--- config.mk ---
export PLATFORM = sky130hd
export DESIGN_NAME = pq_access_arb_flat
export DESIGN_NICKNAME = d
export VERILOG_FILES = /design/src/rtl/pq_arb_pkg.sv /design/src/rtl/pq_access_arb_if.sv /design/src/rtl/pq_access_arb_rr_pick3.sv /design/src/rtl/pq_access_arb.sv /design/src/flat_wrapper.sv
export SDC_FILE = /design/constraint.sdc
export NUM_CORES = 1
export LEC_CHECK = 0
export CORE_MARGIN = 2
export CORE_UTILIZATION = 30
export CTS_CLUSTER_DIAMETER = 80
export DETAILED_ROUTE_END_ITERATION = 10
export SYNTH_ARGS = -nofsm -noshare
export SYNTH_HDL_FRONTEND = slang
export SYNTH_SLANG_ARGS = --single-unit
--- constraint.sdc ---
create_clock -name clk -period 2.2 [get_ports clk]
set_input_delay 0.22 -clock clk [delete_from_list [all_inputs] [get_ports clk]]
set_output_delay 0.22 -clock clk [all_outputs]
set_load 0.1 [all_outputs]
--- src/rtl/pq_arb_pkg.sv ---
`default_nettype none
// +-----------------------------------------------------------------+
// | pq_arb_pkg : shared types and constants for pq_access_arb      |
// | Revision   : 1.0                                               |
// +-----------------------------------------------------------------+
package pq_arb_pkg;

  typedef enum logic [1:0] {
    IDLE  = 2'd0,
    ISSUE = 2'd1,
    WAIT  = 2'd2
  } arb_state_t;

  localparam int         NREQ     = 3;
  localparam logic [1:0] REQ_ENQ0 = 2'd0;
  localparam logic [1:0] REQ_ENQ1 = 2'd1;
  localparam logic [1:0] REQ_DEQ  = 2'd2;

  // Successor in the fixed ring enq0 -> enq1 -> deq -> enq0.
  function automatic logic [1:0] rr_next(input logic [1:0] idx);
    return (idx >= REQ_DEQ) ? REQ_ENQ0 : idx + 2'd1;
  endfunction

endpackage
`default_nettype wire

--- src/rtl/pq_access_arb_if.sv ---
`default_nettype none
// +-----------------------------------------------------------------+
// | pq_access_arb_if : arbiter <-> priority-queue core bus          |
// | Revision         : 1.0                                          |
// +-----------------------------------------------------------------+
interface pq_access_arb_if #(
  parameter int KW = 8
) ();
  logic          pq_enq;
  logic          pq_deq;
  logic [KW-1:0] pq_ki;
  logic [KW-1:0] pq_ko;
  logic          pq_busy;
  logic          pq_full;
  logic          pq_empty;

  modport master (
    output pq_enq, pq_deq, pq_ki,
    input  pq_ko, pq_busy, pq_full, pq_empty
  );

  modport slave (
    input  pq_enq, pq_deq, pq_ki,
    output pq_ko, pq_busy, pq_full, pq_empty
  );
endinterface
`default_nettype wire

--- src/rtl/pq_access_arb_rr_pick3.sv ---
`default_nettype none
// +-----------------------------------------------------------------+
// | rr_pick3 : combinational 3-way round-robin picker               |
// | Revision : 1.0                                                  |
// +-----------------------------------------------------------------+
module rr_pick3
  import pq_arb_pkg::*;
(
  input  logic [NREQ-1:0] eligible,
  input  logic [1:0]      ptr,
  output logic            any,
  output logic [1:0]      winner
);

  always_comb begin
    logic [1:0] cand;
    any    = 1'b0;
    winner = REQ_ENQ0;
    cand   = (ptr > REQ_DEQ) ? REQ_ENQ0 : ptr;
    for (int i = 0; i < NREQ; i++) begin
      if (!any && eligible[cand]) begin
        any    = 1'b1;
        winner = cand;
      end
      cand = rr_next(cand);
    end
  end

endmodule
`default_nettype wire

--- src/rtl/pq_access_arb.sv ---
`default_nettype none
// +-----------------------------------------------------------------+
// | pq_access_arb : round-robin access arbiter for the PQ core      |
// | Optional timeout abort when PQ_ARB_TIMEOUT_EN is defined.       |
// | Revision      : 1.0                                             |
// +-----------------------------------------------------------------+
module pq_access_arb
  import pq_arb_pkg::*;
#(
  parameter int KW      = 8,
  parameter int TMO_CYC = 255
) (
  input  logic            clk,
  input  logic            rst,
  input  logic [1:0]      req_enq,
  input  logic [KW-1:0]   key_in0,
  input  logic [KW-1:0]   key_in1,
  input  logic            req_deq,
  output logic [1:0]      gnt_enq,
  output logic            gnt_deq,
  output logic            deq_valid,
  output logic [KW-1:0]   deq_key,
  pq_access_arb_if.master pq,
  output logic [1:0]      arb_state,
  output logic            err_tmo
);

  arb_state_t      r_state;
  arb_state_t      w_state_nxt;
  logic [1:0]      r_rr_ptr;
  logic            r_op_deq;
  logic [NREQ-1:0] w_elig;
  logic            w_any;
  logic [1:0]      w_winner;
  logic            w_issue;
  logic            w_done;
  logic            w_tmo_hit;

  // full and empty together is an illegal core report: grant nobody.
  always_comb begin
    w_elig = '0;
    if (!(pq.pq_full && pq.pq_empty))
      w_elig = {req_deq & ~pq.pq_empty, req_enq & {2{~pq.pq_full}}};
  end

  rr_pick3 u_pick (
    .eligible (w_elig),
    .ptr      (r_rr_ptr),
    .any      (w_any),
    .winner   (w_winner)
  );

`ifdef PQ_ARB_TIMEOUT_EN
  localparam int c_cnt_w = ($clog2(TMO_CYC + 1) > 8) ? $clog2(TMO_CYC + 1) : 8;
  localparam logic [c_cnt_w-1:0] c_tmo_last = c_cnt_w'(TMO_CYC - 1);

  logic [c_cnt_w-1:0] r_tmo_cnt;
  logic               r_err_tmo;

  assign w_tmo_hit = (r_state == WAIT) && pq.pq_busy && (r_tmo_cnt == c_tmo_last);
  assign err_tmo   = r_err_tmo;

  always_ff @(posedge clk or negedge rst) begin
    if (!rst) begin
      r_tmo_cnt <= '0;
      r_err_tmo <= 1'b0;
    end else begin
      r_err_tmo <= w_tmo_hit;
      if (r_state == ISSUE)
        r_tmo_cnt <= '0;
      else if (r_state == WAIT)
        r_tmo_cnt <= r_tmo_cnt + 1'b1;
    end
  end
`else
  logic w_unused_tmo;
  assign w_unused_tmo = (TMO_CYC == 0);
  assign w_tmo_hit    = 1'b0;
  assign err_tmo      = 1'b0;
`endif

  always_comb begin
    w_state_nxt = r_state;
    w_issue     = 1'b0;
    w_done      = 1'b0;
    case (r_state)
      IDLE: begin
        if (w_any) begin
          w_state_nxt = ISSUE;
          w_issue     = 1'b1;
        end
      end
      ISSUE: w_state_nxt = WAIT;
      WAIT: begin
        if (!pq.pq_busy) begin
          w_state_nxt = IDLE;
          w_done      = 1'b1;
        end else if (w_tmo_hit) begin
          w_state_nxt = IDLE;
        end
      end
      default: w_state_nxt = IDLE;
    endcase
  end

  always_ff @(posedge clk or negedge rst) begin
    if (!rst) r_state <= IDLE;
    else      r_state <= w_state_nxt;
  end

  always_ff @(posedge clk or negedge rst) begin
    if (!rst) begin
      r_rr_ptr   <= REQ_ENQ0;
      r_op_deq   <= 1'b0;
      gnt_enq    <= '0;
      gnt_deq    <= 1'b0;
      pq.pq_enq  <= 1'b0;
      pq.pq_deq  <= 1'b0;
      pq.pq_ki   <= '0;
      deq_key    <= '0;
      deq_valid  <= 1'b0;
    end else begin
      gnt_enq   <= '0;
      gnt_deq   <= 1'b0;
      pq.pq_enq <= 1'b0;
      pq.pq_deq <= 1'b0;
      deq_valid <= 1'b0;
      if (w_issue) begin
        r_rr_ptr <= rr_next(w_winner);
        r_op_deq <= (w_winner == REQ_DEQ);
        case (w_winner)
          REQ_ENQ0: begin
            gnt_enq   <= 2'b01;
            pq.pq_enq <= 1'b1;
            pq.pq_ki  <= key_in0;
          end
          REQ_ENQ1: begin
            gnt_enq   <= 2'b10;
            pq.pq_enq <= 1'b1;
            pq.pq_ki  <= key_in1;
          end
          default: begin
            gnt_deq   <= 1'b1;
            pq.pq_deq <= 1'b1;
          end
        endcase
      end
      // Result is captured on the WAIT exit edge, so it is valid in the first IDLE cycle.
      if (w_done && r_op_deq) begin
        deq_key   <= pq.pq_ko;
        deq_valid <= 1'b1;
      end
    end
  end

  assign arb_state = r_state;

endmodule
`default_nettype wire
--- src/flat_wrapper.sv ---
// flat-port wrapper written by rule: the top's interface ports become plain ports
module pq_access_arb_flat import pq_arb_pkg::*;
#(
  parameter int KW      = 8,
  parameter int TMO_CYC = 255
)
  (clk, rst, req_enq, key_in0, key_in1, req_deq, gnt_enq, gnt_deq, deq_valid, deq_key, arb_state, err_tmo, pq_pq_enq, pq_pq_deq, pq_pq_ki, pq_pq_ko, pq_pq_busy, pq_pq_full, pq_pq_empty);
  pq_access_arb_if #(.KW(KW)) pq_i ();
  input  logic clk;
  input  logic rst;
  input  logic [1:0] req_enq;
  input  logic [KW-1:0] key_in0;
  input  logic [KW-1:0] key_in1;
  input  logic req_deq;
  output logic [1:0] gnt_enq;
  output logic gnt_deq;
  output logic deq_valid;
  output logic [KW-1:0] deq_key;
  output logic [1:0] arb_state;
  output logic err_tmo;
  output wire logic [$bits(pq_i.pq_enq)-1:0] pq_pq_enq;
  output wire logic [$bits(pq_i.pq_deq)-1:0] pq_pq_deq;
  output wire logic [$bits(pq_i.pq_ki)-1:0] pq_pq_ki;
  input wire logic [$bits(pq_i.pq_ko)-1:0] pq_pq_ko;
  input wire logic [$bits(pq_i.pq_busy)-1:0] pq_pq_busy;
  input wire logic [$bits(pq_i.pq_full)-1:0] pq_pq_full;
  input wire logic [$bits(pq_i.pq_empty)-1:0] pq_pq_empty;
  assign pq_pq_enq = pq_i.pq_enq;
  assign pq_pq_deq = pq_i.pq_deq;
  assign pq_pq_ki = pq_i.pq_ki;
  assign pq_i.pq_ko = pq_pq_ko;
  assign pq_i.pq_busy = pq_pq_busy;
  assign pq_i.pq_full = pq_pq_full;
  assign pq_i.pq_empty = pq_pq_empty;
  pq_access_arb #(.KW(KW), .TMO_CYC(TMO_CYC)) u_core (.clk(clk), .rst(rst), .req_enq(req_enq), .key_in0(key_in0), .key_in1(key_in1), .req_deq(req_deq), .gnt_enq(gnt_enq), .gnt_deq(gnt_deq), .deq_valid(deq_valid), .deq_key(deq_key), .pq(pq_i), .arb_state(arb_state), .err_tmo(err_tmo));
endmodule
## Yosys cells after proc, flatten, opt, wreduce, memory -nomap -nowiden

Index checks and enable logic that the tools add are counted.

| word-level totals | value |
|---|---|
| bits in writable memories | 0 |
| memory bits (read-only) | 0 |
| bits of input ports | 32 |
| memories | 0 |
| flip-flop bits (word level) | 26 |
| bits in latches | 0 |
| logic and storage cells | 73 |

| cells by class | value |
|---|---|
| $add $sub $neg | 3 |
| reductions and logical operators | 12 |
| muxes and demuxes | 32 |
| eq/ne operators | 6 |
| shift-type cells | 0 |
| multiply operators | 0 |
| $lt $le $gt $ge | 7 |
| bitwise gates (word level) | 4 |
| divide/modulo/power cells | 0 |

Operator list:

| cell | count |
|---|---|
| two-way mux 2 bit | 10 |
| one-hot mux 8 bit (2 select lines) | 1 |
| two-way mux 1 bit | 15 |
| < comparator 2 x 3 -> 1 bit, second input constant | 3 |
| adder 2 x 1 -> 2 bit, second input constant | 3 |
| binary-select mux 1 bit (select 2 bit) | 3 |
| >= comparator 2 bit, second input constant | 3 |
| one-hot mux 2 bit (3 select lines) | 1 |
| equality test 2 x 1 -> 1 bit, second input constant | 2 |
| equality test 2 bit, second input constant | 2 |
| logical AND 1 bit | 4 |
| zero test 2 bit | 2 |
| != test 2 bit, second input constant | 2 |
| one-hot mux 2 bit (2 select lines) | 1 |
| AND reduction 2 bit | 2 |
| two-way mux 3 bit | 1 |
| bitwise AND 2 bit | 1 |
| greater-than comparator 2 bit, second input constant | 1 |
| zero test 1 bit | 2 |
| NOT 1 bit | 2 |
| nonzero test 2 bit | 1 |
| OR reduction 2 bit | 1 |
| bitwise AND 1 bit | 1 |

## Longest topological paths before layout

Gate-level depths: netlist of the first run.

| logic depth | value |
|---|---|
| depth after elaboration | 16 |
| depth in mapped cells | 9 |

## Hierarchy

From an unflattened synthesis of the first run, not the netlist that was laid out.

| second synthesis, totals | value |
|---|---|
| cell total of the unflattened synthesis | 108 |
| area total of the unflattened synthesis | 1370.1 µm² |

Modules (own cells, without submodules):

| module | instances | area an instance (µm²) | cells each |
|---|---|---|---|
| pq_access_arb | 1 | 1126.1 | 74 |
| rr_pick3 | 1 | 244.0 | 34 |

## Worst setup path before layout of the first run

No wires, ideal clock.

| timing path | value |
|---|---|
| path type | flip-flop to flip-flop |
| from | register u_core.r_state[1] (netlist: u_core.arb_state[1]) |
| to | register u_core.deq_key[0] |
| data arrival time | 1796 ps |
| clock period less this slack | 1922 ps |
| cell stages (with the launch flop) | 4 |
| setup time | 125 ps |
| path slack | 278 ps |
| cells stage by stage | dfrtp_1 nor4bb_1 buf_2 mux2_2 |

| between the ends | value |
|---|---|
| word-level cells in the longest chain between the ends | 3 |

Ends and longest elaborated chain:

| what | RTL line | source |
|---|---|---|
| start, declared | pq_access_arb.sv:28 | `arb_state_t r_state;` |
| start signal, assigned | pq_access_arb.sv:108 | `else r_state <= w_state_nxt;` |
| equality test 2 bit | pq_access_arb.sv:86 | `case (r_state)` |
| two-way mux 1 bit | pq_access_arb.sv:86 |  |
| logical AND 1 bit | pq_access_arb.sv:149 | `if (w_done && r_op_deq) begin` |
| end signal, assigned | pq_access_arb.sv:150 | `deq_key <= pq.pq_ko;` |
| end, declared | pq_access_arb.sv:22 | `output logic [KW-1:0] deq_key,` |

Every way passes these cells.
A chain may end at the register's enable or synchronous reset.

## Worst setup path after layout of the first run

| timing path | value |
|---|---|
| from | register u_core.r_rr_ptr[0] |
| to | register u_core.pq.pq_ki[7] |

| between the ends | value |
|---|---|
| word-level cells in the longest chain between the ends | 14 |

Ends and longest elaborated chain:

| what | RTL line | source |
|---|---|---|
| start, declared | pq_access_arb.sv:30 | `logic [1:0] r_rr_ptr;` |
| start signal, assigned | pq_access_arb.sv:129 | `r_rr_ptr <= rr_next(w_winner);` |
| greater-than comparator 2 bit | pq_access_arb_rr_pick3.sv:19 | `cand = (ptr > REQ_DEQ) ? REQ_ENQ0 : ptr;` |
| two-way mux 2 bit (*) | pq_access_arb_rr_pick3.sv:19 |  |
| branches (longest 12 deep; another with adder 2 x 1 -> 2 bit) | n/a |  |
| end signal, assigned | pq_access_arb.sv:135 | `pq.pq_ki <= key_in0;` |
| end signal, assigned | pq_access_arb.sv:140 | `pq.pq_ki <= key_in1;` |
| end, declared | pq_access_arb_if.sv:18 | `output pq_enq, pq_deq, pq_ki,` |

Mark *: on every way between the ends. The select of a mux whose other input is x is not followed.

==> flow_summary.json, run 1 <==
{
  "nFillCells": 422,
  "cts_tree": "done",
  "area_growth_syn_to_layout_pct": 46.28,
  "status": "complete, no violations",
  "max_freq_mhz": 501.6,
  "post_synth.cell_area_avg_sq_um": 10.42,
  "cts_buffers": 3,
  "ys_types": 38,
  "gp_congestion": 0.8318,
  "htree_levels": 1,
  "worstPathCellList": "inv_1 -> ha_1 -> inv_1 -> o22ai_1 -> nand4_1 -> nand3_1 -> a31oi_1",
  "fin_crit_ps": 1993,
  "rows": 24,
  "multi_input_area_sq_um": 631.9,
  "die_h_um": 70.93,
  "final_util": 0.4546,
  "grt_first_pass_wirelength_um": 5375,
  "io_buffers": 55,
  "whs_ps": 305.9,
  "path_clk_slew_ps": 90,
  "arrival_ps": 2150,
  "crit_top_cell": "inv_1",
  "hold_viol": 0,
  "synth_edf_count": 0,
  "final.setup.tns_ps": 0,
  "syn_area_sq_um": 1344,
  "seq_area_sq_um": 650.6,
  "hp-class": "input port to asynchronous set/reset pin",
  "drt_iter0_drc": 68,
  "async_flop_share": 1.000,
  "maxCapViolations": 0,
  "rsz0062_at_grt": "false",
  "synth.top_cell.area_share": 0.4842,
  "antenna_found_initial": 0,
  "viasPerCell": 4.979,
  "wl_um": 3176,
  "grt_pass1_vias": 1204,
  "diodes": 0,
  "dpl.hpwl_um": 2431,
  "overflow": 0,
  "slowest_delay_ps": 430,
  "cts_buffer_depth": 2,
  "core_area_sq_um": 4324,
  "cts_setup_buffers": 0,
  "netlist_instances": 129,
  "dr_total_vias": 1180,
  "yosys_warnings": 0,
  "dpl_cell_area_sq_um": 1887,
  "ys.flop_type": "dfrtp_1",
  "skew_ps": 3.997,
  "clockRootBuffer": "clkbuf_8",
  "clock_latency_ps": 270,
  "grt_util_all_layers": 0.1303,
  "synth.area.top_cells": "dfrtp_1 (48%), mux2_2 (6.7%), a31oi_1 (4.2%), a21oi_1 (3.7%), o21ai_0 (3.4%)",
  "crit_required_ps": 2350,
  "endpoint_kind": "flop",
  "finalSetupViolations": 0,
  "dieArea_sq_um": 5030,
  "drc_errors": 0,
  "yosysTopAreaCell": "dfrtp_1",
  "io_pins": 57,
  "worstSetupPathType": "flop to flop",
  "critPathSlowestCell": "nand4_1",
  "drv_slew": 0,
  "grt_max_degree": 27,
  "dr.pass1.iters": 4,
  "nets": 221,
  "avgRoutedWirePerCell_um": 13.40,
  "start_kind": "flop",
  "critPathMaxFanout": 9,
  "ys_ff_latch": 26,
  "cts_sinks": 26,
  "fin_area_sq_um": 1966,
  "finalCritPeriodShare": 0.9061,
  "ff2ff_path_depth": 7,
  "post_route_cells_drive_above_1_share": 0.2649,
  "die_w_um": 70.93,
  "ys_seq_area_frac": 0.4842,
  "start_util": 0.3108,
  "syn-num-nets": 164,
  "ant_nets": 0
}
## logic make-up after synthesis
kind of cell | Yosys count | share of synthesized area
adder cells (fa/ha/maj) | 3 | 0.02794
other | 1 | 0.002791
flip-flops | 26 | 0.4842
multiplexers | 11 | 0.08939
AO/OA/AOI/OAI | 39 | 0.1853
buffers and inverters | 13 | 0.05121
AND/OR/NAND/NOR | 36 | 0.1592
## placed cells by master (no fill, tap or decap), types with 2 or more instances in the layout
cell and n:
clkdlybuf4s50_1 31, buf_4 29, dfrtp_1 26, a21oi_1 10, o21ai_0 9, a31oi_1 9
mux2_2 8, nand3_1 8, nand2_1 6, inv_1 5, nor2_1 4, mux2i_1 3
nand2b_1 3, ha_1 3, clkbuf_8 3, nor2b_1 2, or2b_1 2, and2_1 2
a22o_1 2
## worst max-delay path, delay by kind of cell, from the launching register on
| kind | cells | cell delay [ps] |
|---|---|---|
| compound gates | 2 | 300 |
| simple gates | 2 | 670 |
| fa+ha+maj | 1 | 360 |
| buf+inv | 2 | 150 |
| flops | 1 | 410 |
## flip-flops by register name, summed over array words and instances (netlist names)
signal            count
u_core.r_rr_ptr       2
u_core.r_op_deq       1
u_core.pq.pq_deq      1
u_core.pq.pq_ki       8
u_core.arb_state      2
u_core.deq_key        8
u_core.deq_valid      1
u_core.pq.pq_enq      1
u_core.gnt_enq        2
## synth_stat cells, types with 2 or more instances
| cell type | instances |
|---|---|
| ha_1 | 3 |
| and2_1 | 2 |
| buf_4 | 2 |
| mux2_2 | 8 |
| nor2_1 | 4 |
| nand2b_1 | 3 |
| mux2i_1 | 3 |
| o21ai_0 | 9 |
| a22o_1 | 2 |
| nand2_1 | 6 |
| nor2b_1 | 2 |
| o21ai_1 | 2 |
| inv_1 | 5 |
| buf_2 | 4 |
| a21oi_1 | 10 |
| dfrtp_1 | 26 |
| a31oi_1 | 9 |
| or2b_1 | 2 |
| nand3_1 | 8 |
## worst paths after layout
check,startpoint,to,slack [ps]
setup / recovery,u_core.r_rr_ptr[0],u_core.pq.pq_ki[7],210
min in group clk,u_core.r_op_deq,u_core.r_op_deq,470
setup reg to reg,u_core.r_rr_ptr[0],u_core.pq.pq_ki[7],210
hold / removal,rst,u_core.gnt_enq[1],310
hold reg to reg,u_core.r_op_deq,u_core.r_op_deq,470
max in group asynchronous,rst,u_core.deq_key[1],1650
## per-stage QoR
step / worst slack (ps) / instances
2_1_floorplan: 278.1 / 129
3_3_place_gp: 116.3 / 233
3_5_place_dp: 71.11 / 233
4_1_cts: 61.68 / 237
5_1_grt: 48.71 / 237
6_report: 206.5 / 237
## cell type report
type / instances / share of cell area
clock buffer: 3 / 0.02101
clock inverter: 1 / 0.01528
inverter: 5 / 0.009548
multi-input combinational: 90 / 0.3215
sequential: 26 / 0.3310
tap: 52 / 0.03310
timing repair buffer: 60 / 0.2686
## per-layer routing
layer,share of wire,vias to the layer above,track usage
met4,0.0094,0,0.01887
met5,0,-,0
met2,0.45,54,0.2170
met3,0.089,4,0.04986
met1,0.45,544,0.1655
li1,-,578,-
## repair_timing
action / in CTS / in global routing
resized for setup: 0 / 2
hold buffers: 0 / 0
setup endpoints to repair: 0 / 12
Power of run 1 is left out: the tool's default activity adds up to more than one toggle a clock period on the data nets, which glitch-free logic cannot reach.
==> run 2: changes to the inputs <==
--- a/config.mk
+++ b/config.mk
@@ -6,9 +6,10 @@
 export NUM_CORES = 1
 export LEC_CHECK = 0
 export CORE_MARGIN = 2
-export CORE_UTILIZATION = 30
+export CORE_UTILIZATION = 42
 export CTS_CLUSTER_DIAMETER = 80
 export DETAILED_ROUTE_END_ITERATION = 10
+export PLACE_DENSITY = 0.79
 export SYNTH_ARGS = -nofsm -noshare
 export SYNTH_HDL_FRONTEND = slang
 export SYNTH_SLANG_ARGS = --single-unit
==> run 2 against run 1 <==
Worst hold slack worse by 69 ps. Non-clock buffer count is 1 higher. Core utilization is 18 points higher. Cell area is 1.3% lower. Flip-flop and latch count stayed put. Clock skew is 1.8 ps lower. Cell count is 3.0% lower. Die area is 27% lower. Critical path depth stayed put. First-iteration DRC count is 72% lower. Register-to-register slack worse by 20 ps. Critical path type unchanged.
==> flow_summary.json, run 2 (synthesis gave the netlist of run 1 again) <==
{
  "worstSetupPathType": "flop to flop",
  "cts_tree": "done",
  "cts_buffer_depth": 2,
  "critPathSlowestCell": "or4_4",
  "ctsHoldBuffers": 0,
  "crit_required_ps": 2430,
  "slowest_delay_ps": 510,
  "hp-class": "input port to asynchronous set/reset pin",
  "wl_um": 3270,
  "start_util": 0.4402,
  "fin_crit_ps": 2015,
  "rsz0062_at_grt": "false",
  "drv_slew": 0,
  "status": "complete, no violations",
  "cts_sinks": 26,
  "grt_util_all_layers": 0.1846,
  "avgRoutedWirePerCell_um": 14.22,
  "grt_max_degree": 27,
  "area_growth_syn_to_layout_pct": 44.41,
  "final.setup.tns_ps": 0,
  "nets": 222,
  "timing.rr.end": "u_core.pq.pq_ki[3]",
  "finalSetupViolations": 0,
  "arrival_ps": 2240,
  "die_h_um": 60.57,
  "worstPathCellList": "inv_1 -> ha_1 -> nand2b_1 -> a21oi_1 -> or4_4 -> nand3_1 -> a31oi_1",
  "fin_area_sq_um": 1941,
  "core_area_sq_um": 3053,
  "die_w_um": 60.57,
  "path_clk_slew_ps": 140,
  "reg_top3": "u_core.deq_key (8), u_core.pq.pq_ki (8)",
  "critPathMaxFanout": 9,
  "maxCapViolations": 0,
  "clockRootBuffer": "clkbuf_4",
  "grt_first_pass_wirelength_um": 5057,
  "dpl_cell_area_sq_um": 1877,
  "htree_levels": 1,
  "gp_congestion": 0.8183,
  "clock_latency_ps": 330,
  "post_route_cells_drive_above_1_share": 0.2634,
  "final_common_cell": "clkdlybuf4s50_1",
  "dpl.hpwl_um": 2449,
  "max_freq_mhz": 496.4,
  "finalCritPeriodShare": 0.9157,
  "rows": 20,
  "regToRegStartpoint": "u_core.r_rr_ptr[0]",
  "reg2reg_slack_ps": 190,
  "dr.pass1.iters": 4,
  "finalWorstSetupSlack_ps": 185.5,
  "final_cell_mix": "clkdlybuf4s50_1 (31), buf_4 (30), dfrtp_1 (26), a21oi_1 (10)",
  "diodes": 0,
  "grt_pass1_vias": 1135,
  "nFillCells": 258,
  "hold_viol": 0,
  "drt_iter0_drc": 19,
  "ant_nets": 0,
  "endpoint_kind": "flop",
  "worstSetupStartpoint": "u_core.r_rr_ptr[0]",
  "post-place-ws_ps": 60.80,
  "cts_buffers": 3,
  "drc_errors": 0,
  "skew_ps": 2.236,
  "overflow": 0,
  "dr_total_vias": 1199,
  "viasPerCell": 5.213,
  "ff2ff_path_depth": 7,
  "start_kind": "flop",
  "antenna_found_initial": 0,
  "dieArea_sq_um": 3668,
  "final_util": 0.6357,
  "io_pins": 57,
  "io_buffers": 55
}
## run 2: cell count changes in the layout (fill, tap and decap cells not counted)
cell	delta
o21ai_2	-1
buf_4	+1
clkbuf_8	-3
clkbuf_4	+3
o21ai_1	+1
## run 2: worst max-delay path by stage
stage | to | slack [ps]
after detailed placement | u_core.pq.pq_ki[3] | 60
after floorplan | u_core.deq_key[0] | 280
final | u_core.pq.pq_ki[3] | 190
after global placement | u_core.pq.pq_ki[1] | 150
after global routing | u_core.r_rr_ptr[0] | 20
after CTS | u_core.pq.pq_ki[3] | 40
## run 2: critical path, delay by kind of cell, from the launching register on
family                   cells  cell delay, ps
adder cells (fa/ha/maj)      1             370
flip-flops                   1             420
AND/OR/NAND/NOR              3             860
buffers and inverters        1              60
AO/OA/AOI/OAI                2             200
## run 2: final cells by class
type,instances,area [sq um],share of cell area
sequential,26,650.6,0.3353
tap,44,55.05,0.02837
clock inverter,1,30.03,0.01547
clock buffer,3,22.52,0.01161
timing repair buffer,61,535.5,0.2760
inverter,5,18.77,0.009671
multi-input combinational,90,628.1,0.3237
## run 2: repair_timing
item                       in CTS  in global routing
gates resized for setup         0                  1
setup endpoints to repair       0                 10
hold endpoints to repair        0                  0
setup buffers                   0                  1
## run 2: metal layers
layer  GRT usage  part of all wire  up-vias  routed length [um]
met5           0                 0        -                   0
met4     0.05280             0.010        0                  34
met3     0.03198             0.069        3                 227
met2      0.3395              0.49       50                1598
met1      0.2201              0.43      567                1410
li1            -                 -      579                   -
## run 2: stage by stage
stage,instances,hold WS (ps)
4_1_cts,229,246.6
5_1_grt,230,257.2
3_5_place_dp,225,459.6
3_3_place_gp,225,453.9
6_report,230,236.7
2_1_floorplan,129,-75.59
Power of run 2 is left out for the same reason.
==> RTL change 1, RTL diff (settings of run 2) <==
The option `PQ_ARB_TIMEOUT_EN` is turned on by a define.
--- a/src/rtl/pq_access_arb.sv
+++ b/src/rtl/pq_access_arb.sv
@@ -4,6 +4,8 @@
 // | Optional timeout abort when PQ_ARB_TIMEOUT_EN is defined.       |
 // | Revision      : 1.0                                             |
 // +-----------------------------------------------------------------+
+`define PQ_ARB_TIMEOUT_EN
+
 module pq_access_arb
   import pq_arb_pkg::*;
 #(
Function: no difference found for any inputs over 10 cycles, from zero or initial values and one cycle with rst low; that may be too few to reach the edited logic, so the function may still have changed.
==> RTL change 1 against run 2 <==
- the flow now finishes with violations (negative setup slack)
- critical path depth unchanged
- worst setup slack got worse by 340 ps
- count of clock-buffer cells in the layout rose by 3
- sequential share of layout area shrank 0.77 points
- wire length rose by 34%
- sequential cell count is 9 higher
- hold slack gained 100 ps
- via count grew 26%
- clock skew grew 6.8 ps
- synthesized cell count grew 34%
- final area grew 38%
- synthesized area increased by 34%
- maximum frequency is 15% lower
- largest cell class is now multi-input gates
Power is not shown: default switching activity piles up to over one toggle a cycle in this logic, so the estimate is an artifact.
==> RTL change 1: results (changes against run 2) <==
| Metric | Value |
|---|---|
| Cells after DPL | 284 (+26%) |
| TritonCTS buffer count | 5 (+2) |
| Final setup fails | 9 (+9) |
| Synth Area in Compound Gates | 10.2% (-8.3 points) |
| Netlist cell types | 39 (+2.6%) |
| Filler cells | 327 (+27%) |
| R2R Path Start | u_core.r_rr_ptr[1]$_DFFE_PN0P_ |
| Routability cong. | 0.827 (+1.0%) |
| Synth Net Count | 213 (+30%) |
| Max Fanout on Critical Path | 4 (-5) |
| Layout cell share with drive strength beyond 1 | 32.5% (+6.2 points) |
| Biggest regs | u_core.deq_key: 8 flops, u_core.pq.pq_ki: 8 flops, u_core.r_tmo_cnt: 8 flops |
| Total routed wirelength | 4370 um (+34%) |
| Status | finished, violations left |
| M2 GR Usage | 29.2% (-4.8 points) |
| Reg2Reg Depth | 7 (unchanged) |
| Critical Path Sink | u_core.pq.pq_ki[1]$_DFFE_PN0P_ |
| Met3 usage | 4.94% (+1.7 points) |
| Finished Layout Cells | 296 (+29%) |
| Dpl cell area | 2410 um2 (+29%) |
| WL met3 | 210 um (-7.5%) |
| DPL Wire Length | 2920 um (+19%) |
| Post-cts resize count | 6 (+6) |
| Initial antenna violation count | 0 (unchanged) |
| First-pass GRT wire length | 7000 um (+38%) |
| Setup Skew | 9.05 ps (+6.81 ps) |
| TNS Setup | -1110 ps (-1110 ps) |
| CTS HTree Levels | 2 (+1) |
| Metal-1 WL | 2000 um (+42%) |
| Synthesized area per cell | 10.4 um2 (-0.16%) |
| Clock transition at the registers of the reported paths | 80 ps (-60 ps) |
| Met1 Usage GRT | 23.5% (+1.5 points) |
| Worst hold margin | 338 ps (+101 ps) |
| Clock network latency to the later pin of the worst-skew pair | 290 ps (-40 ps) |
| Commonest cells in the netlist | 35 x dfrtp_1, 34 x nand2_1, 12 x inv_1 |
| Iter 0 DRT Violations | 67 (+48) |
| Synth Area in XOR/XNOR | 0.974% (+0.97 points) |
| Routed vias/inst | 5.11 (-1.9%) |
| Final WS setup | -158 ps (-343 ps) |
| Sequential share of the synthesized area | 48.7% (+0.26 points) |
| Adder-Cell Fraction of Synth Area | 5.56% (+2.8 points) |
| Largest cells by area after synthesis | dfrtp_1 49%, nand2_1 7.1%, mux2_2 6.9%, ha_1 5.6%, mux2_1 4.4% |
| DP Worst Slack | -252 ps (-313 ps) |
| Max Fclk | 0.424 GHz (-15%) |
| Largest net degree at the start of global routing | 36 (+33%) |
| Failing checks | negative setup slack |
| Root Driver | clkbuf_8 |
| Final nets | 285 (+28%) |
| I/O Buffers | 56 (+1.8%) |
-- RTL change 1: changes by cell type in the layout (fill, tap and decap cells not counted), sizes merged, moves of 5 or more --
cell   before  now
mux2        8   18
buf        30   38
a21oi      11    5
nand2       7   34
a31oi       9    1
ha          3    8
dfrtp      26   35
inv         5   12
-- RTL change 1: cell type report --
| class | instances | area (um2) | share of cell area [%] |
|---|---|---|---|
| tap | 50 | 62.6 | 2.33 |
| timing repair buffer | 70 | 633 | 23.6 |
| clock buffer | 6 | 82.6 | 3.08 |
| clock inverter | 2 | 35.0 | 1.31 |
| multi-input combinational | 120 | 941 | 35.1 |
| sequential | 35 | 878 | 32.8 |
| inverter | 13 | 48.8 | 1.82 |
-- RTL change 1: worst max-delay path, cell delays in order, from the launching register on --
cell       delay [ps]
dfrtp_1           410
ha_4              260
mux2i_1           110
or3_4             410
a32oi_4           300
clkbuf_16         200
mux2_4            290
mux2_2            260
==> RTL change 2, RTL diff (settings of run 2) <==
Without the edit above. Add an input register stage for `key_in1`, with the module's reset; this delays it by one clock. The other inputs are not delayed to match.
--- a/src/rtl/pq_access_arb.sv
+++ b/src/rtl/pq_access_arb.sv
@@ -24,6 +24,16 @@
   output logic [1:0]      arb_state,
   output logic            err_tmo
 );
+
+  logic [KW-1:0] key_in1_q;
+
+  always_ff @(posedge clk or negedge rst) begin
+    if (!rst) begin
+      key_in1_q <= '0;
+    end else begin
+      key_in1_q <= key_in1;
+    end
+  end
 
   arb_state_t      r_state;
   arb_state_t      w_state_nxt;
@@ -137,7 +147,7 @@
           REQ_ENQ1: begin
             gnt_enq   <= 2'b10;
             pq.pq_enq <= 1'b1;
-            pq.pq_ki  <= key_in1;
+            pq.pq_ki  <= key_in1_q;
           end
           default: begin
             gnt_deq   <= 1'b1;
Function: changed (Yosys sat finds a counterexample within 4 cycles, from zero or initial values and one cycle with rst low).
==> RTL change 2 against run 2 <==
- sequential cell count grew 8
- worst setup slack lost 53 ps
- synthesized area grew 15%
- hold slack gained 120 ps
- wire length grew 15%
- global-route usage grew 0.60 points
- final area grew 11%
Power is left out: the tool's default activity adds up to more than one toggle a clock period on the data nets, which glitch-free logic cannot reach.
==> RTL change 2: results (changes against run 2) <==
| Metric | Value |
|---|---|
| Routability cong. | 0.973 (+19%) |
| Max Fanout on Critical Path | 9 (unchanged) |
| Largest net degree at the start of global routing | 35 (+30%) |
| Via Count | 1308 (+9.1%) |
| Adder-Cell Fraction of Synth Area | 2.43% (-0.36 points) |
| Reg2Reg Depth | 8 (+1) |
| Clock transition at the registers of the reported paths | 70 ps (-70 ps) |
| Largest cells by area after synthesis | dfrtp_1 55%, mux2_2 5.8%, a31oi_1 3.6%, a21oi_1 3.2%, o21ai_0 2.9% |
| Setup Skew | 6.25 ps (+4.02 ps) |
| Dpl cell area | 2080 um2 (+11%) |
| Hold crit path type | in2async |
| Root Driver | clkbuf_8 |
| CP max-delay cell | dfrtp_1 |
| Ys flop type | dfrtp_1 |
| Initial antenna violation count | 0 (unchanged) |
| DR WL met2 | 1860 um (+17%) |
| CP peak stage delay | 410 ps (-100 ps) |
| DP Worst Slack | 33.8 ps (-27.0 ps) |
| TritonCTS buffer count | 5 (+2) |
| Ys async rst share | 100% (unchanged) |
| Reg2reg setup slack | 130 ps (-50 ps) |
| Biggest regs | u_core.deq_key: 8 flops, u_core.key_in1_q: 8 flops, u_core.pq.pq_ki: 8 flops |
| Sequential share of the synthesized area | 55.1% (+6.7 points) |
| Filler cells | 305 (+18%) |
| DPL Wire Length | 2820 um (+15%) |
| Routed wire length per instance | 15.5 um (+8.8%) |
| First-pass GRT wire length | 5930 um (+17%) |
| Final nets | 231 (+4.1%) |
| Layout cell share with drive strength beyond 1 | 25.0% (-1.3 points) |
| Commonest cells in the netlist | 34 x dfrtp_1, 10 x a21oi_1, 9 x a31oi_1, 9 x o21ai_0 |
| Status | completed |
| Overall Global Routing Usage | 19.1% (+0.60 points) |
| Reg2Reg Capture Point | u_core.pq.pq_ki[6]$_DFFE_PN0P_ |
| Iter 0 DRT Violations | 143 (+124) |
| WL met3 | 214 um (-5.7%) |
| Synth Area in Compound Gates | 16.1% (-2.4 points) |
| Cell family with most CP delay | compound AO/OA/AOI/OAI gates |
| Mux cell area share after synthesis | 7.78% (-1.2 points) |
| Synth Area in XOR/XNOR | 0% (unchanged) |
| Metal-1 WL | 1620 um (+15%) |
| Data arrival, critical path | 2220 ps (-20 ps) |
| Synth Net Count | 172 (+4.9%) |
| CTS HTree Levels | 2 (+1) |
| Clock network latency to the later pin of the worst-skew pair | 280 ps (-50 ps) |
## RTL change 2: worst max path at each step
stage                                     endpoint                             from  cells past startpoint  slack, ps
finish              u_core.pq.pq_ki[6]$_DFFE_PN0P_   u_core.r_rr_ptr[0]$_DFFE_PN0P_                      8        130
detailed placement  u_core.pq.pq_ki[1]$_DFFE_PN0P_   u_core.r_rr_ptr[0]$_DFFE_PN0P_                      7         30
CTS                 u_core.pq.pq_ki[1]$_DFFE_PN0P_   u_core.r_rr_ptr[0]$_DFFE_PN0P_                      7         40
floorplan            u_core.deq_key[0]$_DFFE_PN0P_  u_core.arb_state[1]$_DFFE_PN0P_                      3        280
global route        u_core.pq.pq_ki[3]$_DFFE_PN0P_   u_core.r_rr_ptr[0]$_DFFE_PN0P_                      8         20
global placement    u_core.pq.pq_ki[3]$_DFFE_PN0P_                       req_enq[1]                      5        150
## RTL change 2: cell families after synthesis
group,after synthesis
AOI/OAI and AO/OA,39
adders and majority gates,3
buffers and inverters,13
DFF,34
muxes,11
other,1
and+or+nand+nor,36
## RTL change 2: metrics by stage
| step | instances | hold WS, ps |
|---|---|---|
| 2_1_floorplan | 137 | -75.6 |
| 3_3_place_gp | 237 | 465 |
| 3_5_place_dp | 237 | 463 |
| 4_1_cts | 244 | 370 |
| 5_1_grt | 244 | 365 |
| 6_report | 244 | 358 |
## RTL change 2: area by class of cell
cell class                 instances  area (um2)  area share (%)
sequential                        34         851            39.4
multi-input combinational         90         628            29.1
timing repair buffer              60         528            24.4
clock buffer                       7        76.3            3.53
tap                               48        60.1            2.78
inverter                           5        18.8           0.868
## RTL change 2: metal layers
layer  global-route usage, %  vias to the layer above
met3                    3.47                        5
met2                    29.2                       56
met4                    11.4                        0
met5                       0                        -
li1                        -                      607
met1                    25.3                      640
